## config.mk

```make
export PLATFORM = sky130hd
export DESIGN_NAME = cube
export DESIGN_NICKNAME = d
export VERILOG_FILES = /design/src/rtl/cube_pkg.sv /design/src/rtl/cube_sa_pass.sv /design/src/rtl/cube.sv
export SDC_FILE = /design/constraint.sdc
export NUM_CORES = 1
export LEC_CHECK = 0
export ABC_CLOCK_PERIOD_IN_PS = 1750
export BUFFER_PORTS_ARGS = -buffer_cell sky130_fd_sc_hd__buf_2
export CAP_MARGIN = 5
export CORE_MARGIN = 2
export CORE_UTILIZATION = 45
export DETAILED_ROUTE_END_ITERATION = 8
export PLACE_DENSITY = 0.77
export SYNTH_ARGS = -nofsm -noshare
export SYNTH_HDL_FRONTEND = slang
export SYNTH_SLANG_ARGS = --single-unit
export TNS_END_PERCENT = 5
```

## constraint.sdc

```tcl
create_clock -name clk -period 1.75 [get_ports clk]
set_input_delay 0.4375 -clock clk [delete_from_list [all_inputs] [get_ports clk]]
set_output_delay 0.4375 -clock clk [all_outputs]
set_load 0.1 [all_outputs]
```

## src/rtl/cube_pkg.sv

```systemverilog
// Shared definitions for the iterative cube block.
// State encoding and shared adder geometry.
package cube_pkg;
  localparam int SUM_W      = 16;
  localparam int MAX_CUBE_W = 5;

  typedef enum logic [1:0] {
    IDLE = 2'd0,
    P1   = 2'd1,
    XFER = 2'd2,
    P2   = 2'd3
  } state_t;
endpackage

```

## src/rtl/cube_sa_pass.sv

```systemverilog
// Shift-add pass: one multiplier bit per cycle,
// presented to the shared adder as two operands.
module cube_sa_pass
  import cube_pkg::*;
#(
  parameter int WIDTH = 5,
  parameter int CW    = 4
) (
  input  logic             en,
  input  logic [SUM_W-1:0] acc,
  input  logic [SUM_W-1:0] mcand,
  input  logic [WIDTH-1:0] mult,
  input  logic [CW-1:0]    cnt,
  output logic [SUM_W-1:0] sum_in_a,
  output logic [SUM_W-1:0] sum_in_b
);
  logic [WIDTH-1:0] sh;

  assign sh = mult >> cnt;

  always_comb begin
    sum_in_a = '0;
    sum_in_b = '0;
    if (en) begin
      sum_in_a = acc;
      if (sh[0]) sum_in_b = mcand << cnt;
    end
  end
endmodule

```

## src/rtl/cube.sv

```systemverilog
// Iterative integer cube y = a^3 using an external
// shared 16-bit adder for every wide addition.
module cube
  import cube_pkg::*;
#(
  parameter int WIDTH = 5,
  parameter int RES_W = 16
) (
  input  logic             clk,
  input  logic             rst,
  input  logic [WIDTH-1:0] a_i,
  input  logic             start,
  output logic [RES_W-1:0] result,
  output logic             busy,
  output logic [SUM_W-1:0] sum_in_a,
  output logic [SUM_W-1:0] sum_in_b,
  input  logic [SUM_W-1:0] sum_out
);
  localparam int CW = $clog2(WIDTH) + 1;

  if (WIDTH < 1 || WIDTH > MAX_CUBE_W) begin : g_bad_width
    $error("cube: WIDTH must be 1..5");
  end
  if (RES_W != SUM_W) begin : g_bad_res
    $error("cube: RES_W must equal SUM_W");
  end

  state_t           state;
  logic [WIDTH-1:0] a;
  logic [SUM_W-1:0] acc;
  logic [SUM_W-1:0] mcand;
  logic [CW-1:0]    cnt;
  logic             last;
  logic             en;

  assign busy = (state != IDLE);
  assign en   = (state == P1) || (state == P2);
  assign last = (cnt == CW'(WIDTH - 1));

  cube_sa_pass #(
    .WIDTH(WIDTH),
    .CW   (CW)
  ) u_pass (
    .en      (en),
    .acc     (acc),
    .mcand   (mcand),
    .mult    (a),
    .cnt     (cnt),
    .sum_in_a(sum_in_a),
    .sum_in_b(sum_in_b)
  );

  always_ff @(posedge clk or negedge rst) begin
    if (!rst) begin
      state  <= IDLE;
      a      <= '0;
      acc    <= '0;
      mcand  <= '0;
      cnt    <= '0;
      result <= '0;
    end else begin
      case (state)
        IDLE: begin
          if (start) begin
            a     <= a_i;
            mcand <= SUM_W'(a_i);
            acc   <= '0;
            cnt   <= '0;
            state <= P1;
          end
        end
        P1: begin
          acc <= sum_out;
          cnt <= cnt + CW'(1);
          if (last) state <= XFER;
        end
        XFER: begin
          // a*a becomes the multiplicand for the second pass
          mcand <= acc;
          acc   <= '0;
          cnt   <= '0;
          state <= P2;
        end
        P2: begin
          acc <= sum_out;
          cnt <= cnt + CW'(1);
          if (last) begin
            result <= sum_out;
            state  <= IDLE;
          end
        end
        default: state <= IDLE;
      endcase
    end
  end
endmodule

```

Yosys cells after proc, flatten, opt, wreduce, memory -nomap -nowiden:

Index checks and enable logic that the tools add are counted.

* bits in registers: 59
* output and inout bits: 49
* input bits: 24
* word-level logic and storage cells: 38

* reduce and logical (&&, ||, !) cells: 9
* add/subtract/negate cells: 1
* equal/unequal tests: 7
* shift operators: 2
* mux-type cells: 13

Operators with widths (count)
* 16-bit two-way mux: 5
* 16-bit one-hot mux with 3 select lines: 1
* 16-bit one-hot mux with 2 select lines: 1
* 16-bit by 4-bit left shift with 16-bit output: 1
* 4-bit one-hot mux with 3 select lines: 1
* 2-bit one-hot mux with 4 select lines: 1
* 2-bit two-way mux: 3
* 2-bit != test (second input constant): 3
* 2-bit AND reduction: 3
* 5-bit by 4-bit >> shifter with 1-bit output: 1
* 4-bit by 1-bit adder with 4-bit output (second input constant): 1
* 2-bit equality test (second input constant): 2
* 4-bit by 3-bit equality test with 1-bit output (second input constant): 1
* 4-bit two-way mux: 1
* 2-bit nonzero test: 2
* 3-bit AND reduction: 1
* 2-bit by 1-bit equality test with 1-bit output (second input constant): 1
* 2-bit logical NOT: 1
* 2-bit OR reduction: 1
* 1-bit logical OR: 1

Longest topological paths before layout:

* depth in word-level cells: 3
* gate-level depth with buffers: 7
* gate-level depth less buffers: 6

Cells and area by module:

Synthesis repeated with hierarchy kept, for this count alone.

* cells, all modules: 308
* area, all modules: 3485.8 um2

Modules (own cells, without submodules)
* cube: area each 2610.0 um2, times used 1, cells an instance 198
* cube_sa_pass: area each 875.8 um2, times used 1, cells an instance 110

Worst setup path before layout:

OpenSTA, ideal clock, no wires.

* kind: register to output
* start: reg cnt[0]
* end: out sum_in_b[5]
* arrival: 4378 ps
* buffers on the path: 1
* data required time: 1312 ps
* slack: -3066 ps
* stages on the path, launching flop included: 6
* cells stage by stage: dfrtp_1 buf_6 or3b_4 o221ai_4 o211ai_4 a2111oi_1

* word-level cells in the longest chain between the ends: 3
* elaborated cells between the ends (all ways): 4

Ends and longest elaborated chain
* from (decl): RTL line cube.sv:32 `logic [CW-1:0] cnt;`
* from (signal assigned): RTL line cube.sv:74 `cnt <= cnt + CW'(1);`
* from (signal assigned): RTL line cube.sv:86 `cnt <= cnt + CW'(1);`
* 16-bit by 4-bit left shift with 16-bit output / 5-bit by 4-bit >> shifter with 1-bit output (equally long branches): RTL line cube_sa_pass.sv:26, cube_sa_pass.sv:19
* 16-bit two-way mux *: RTL line cube_sa_pass.sv:26 `if (sh[0]) sum_in_b = mcand << cnt;`
* 16-bit two-way mux *: RTL line cube_sa_pass.sv:24 `if (en) begin`
* to (decl): RTL line cube.sv:16 `output logic [SUM_W-1:0] sum_in_b,`

Mark *: on every way between the ends. The rest lies on a longest branch, timed or not.

Final worst setup path:

* start: reg cnt[0]
* end: out sum_in_b[7]

The elaborated chain is that of the path after synthesis.

==> results.cfg <==
[run_status]
status = complete, but fails checks
failed_checks = negative setup slack

[drt]
drc = 0
ant_nets = 0
drt_wl_total_mm = 8.16
drtPass1Iterations = 4
routed_via_density = 5.64
met1_length_mm = 3.49
wl_per_cell_um = 17.2
wl_met3_um = 433
highest_layer = met4
wl_met2_mm = 4.08
dr_total_vias = 2678
drt-initial-drc-count = 200

[timing]
rsz0062_at_grt = yes
worstMarginPinSlew_ns = 0.487
worst_slack_ns = -0.660
slew-limit-headroom_pct = 67.7
finalHoldViolations = 0
post-route-period-util_pct = 138
fin_crit_ns = 2.41
fmax_mhz = 415
setup_viol = 36
skew_ns = 0.00634
drv_slew = 0
setup_tns_ns = -11.65

[synth]
yosysMostFrequentCell = dfrtp_1
yosys-top-cells-area = dfrtp_1, a22o_1, mux2_2
synth.cell_area_um2 = 3130
synth_cell_types = 38
synthCells = 278
synth_top_cell_area_share_pct = 47.1
synth_common_cells = dfrtp_1, a22o_1, o22ai_1, mux2_2
yosys_register_bits = 59
syn-num-nets = 309
yosys_most_used_dff = dfrtp_1
synth_edf_count = 0
yosysTopAreaCell = dfrtp_1
synth_warnings = 0
ys_async_sr_fraction_pct = 100
postSynthAreaPerCell_um2 = 11.3
synth-seq-area-share_pct = 47.1

[worst_setup_path]
cp.required_ns = 1.31
crit-reg2reg-capture = state[1]
endpoint_kind = primary output
slowest_stage = dfrtp_1
r2r_start = cnt[0]
cp_max_fo = 5
crit_arrival_ns = 1.97
max_stage_delay_ns = 0.41
critPathCapture = sum_in_b[7]
startpoint = cnt[0]
reg2reg_slack_ns = -0.12
start_kind = flip-flop
crit_chain = or3b_4, o221ai_4, o211ai_4, clkbuf_16, nor3_4, buf_12
reg2regPathDepth = 7
crit_type = flip-flop to primary output

[clock_network]
clock_sinks = 59
cts_tree = done
htreeDepth = 3
root_buffer = clkbuf_8
hold_buffers = 0
clk_latency_ns = 0.33
cts_made_buffers = 9
clk_pin_slew_ns = 0.06
clock_path_buffers = 2

[hold_path]
hold_path.class = input port to async pin

[global_route]
track_usage_pct = 22.3
grt_pass1_vias = 2659
grt_max_degree = 60
grt-ovfl-total = 0
antenna_found_initial = 0
grt_pass1_wl_mm = 12.9

[die]
initial_core_util_pct = 46.4
boundaryPins = 73
die_w_um = 87.5
die_height_um = 87.5
rows = 30
coreArea_um2 = 6760
die_area_um2 = 7650

[placed_design]
place_congestion = 0.877
port_buffers = 72
dpl.hpwl_mm = 5.83

[cells_and_area]
drive_gt1_share_pct = 50.1
area_delta_synth_final_pct = 53.0
num_antenna_cells = 0
final_nets = 422

[flow_run]
maxCapViolCount = 0
[worst max-delay path: cells and delay by family (launching register included)]
| kind | cells | cell delay (ns) |
|---|---|---|
| and+or+nand+nor | 2 | 0.57 |
| DFF | 1 | 0.41 |
| buffers and inverters | 2 | 0.40 |
| AOI/OAI and AO/OA | 2 | 0.25 |
[through the flow]
stage	hold WS [ns]	cells	area, um2	setup WS (ns)	utilization [%]
final	0.103	475	4800	-0.660	71.0
after global routing	0.119	475	4800	-0.736	71.0
after CTS	0.112	472	4700	-0.693	69.5
after detailed placement	0.469	457	4500	-0.368	66.5
after global placement	0.460	457	4500	-0.336	66.5
after floorplan	0.142	278	3250	-0.901	-
[state kept, by name, summed over array words and instances (netlist names)]
| register | cells |
|---|---|
| acc | 16 |
| cnt | 4 |
| a | 5 |
| mcand | 16 |
| result | 16 |
| state | 2 |
[logic make-up after synthesis]
family          synth area share (%)
simple gates                    14.1
compound gates                  17.2
flops                           47.1
mux                             14.9
buf+inv                         3.91
fa+ha+maj                       2.79
[worst min-delay path by stage]
stage	from	to	slack [ns]	cells after the start
4_1_cts	rst	acc[10]	0.11	2
3_3_place_gp	rst	result[10]	0.46	2
5_1_grt	rst	result[13]	0.12	2
3_5_place_dp	rst	acc[10]	0.47	2
6_report	rst	acc[10]	0.10	2
2_1_floorplan	rst	a[0]	0.14	0
[area by class of cell]
| type | count | area (um2) |
|---|---|---|
| flip-flops and latches | 59 | 1480 |
| inverters | 8 | 30.0 |
| fillers | 456 | 1960 |
| clock inverters | 3 | 15.0 |
| well taps | 80 | 100 |
| multi-input cells | 194 | 1730 |
| clock buffers | 12 | 145 |
| repair buffers | 119 | 1300 |
[timing repair]
| action | CTS | global route |
|---|---|---|
| setup buffers | 0 | 2 |
| cloned | 0 | 1 |
| pin swaps | 7 | 9 |
| setup endpoints to repair | 68 | 77 |
| resized for setup | 14 | 22 |
[layer usage]
metal	GRT usage [%]	up-vias
met3	6.45	14
met4	8.95	0
met2	35.5	87
met1	28.7	1314
met5	0	-
li1	-	1263
[cells in the final DEF, fill, tap and decap left out, drive strengths merged]
cell type	count
buf	118
dfrtp	59
mux2	34
a22o	26
o22ai	25
nor2	18
and2	17
nand2	14
clkbuf	13
nor3	12
inv	8
ha	7
mux2i	6
o21ai	6
a21oi	4
nor2b	4
clkinv	3
a2111oi	3
nand2b	2
nand3b	2
nand3	2
or2	1
or3b	1
o221ai	1
o211ai	1
mux4	1
a221oi	1
a211oi	1
and4	1
nor4	1
nand4	1
a32oi	1
a31oi	1
Power is not shown: default switching activity piles up to over one toggle a cycle in this logic, so the estimate is an artifact.
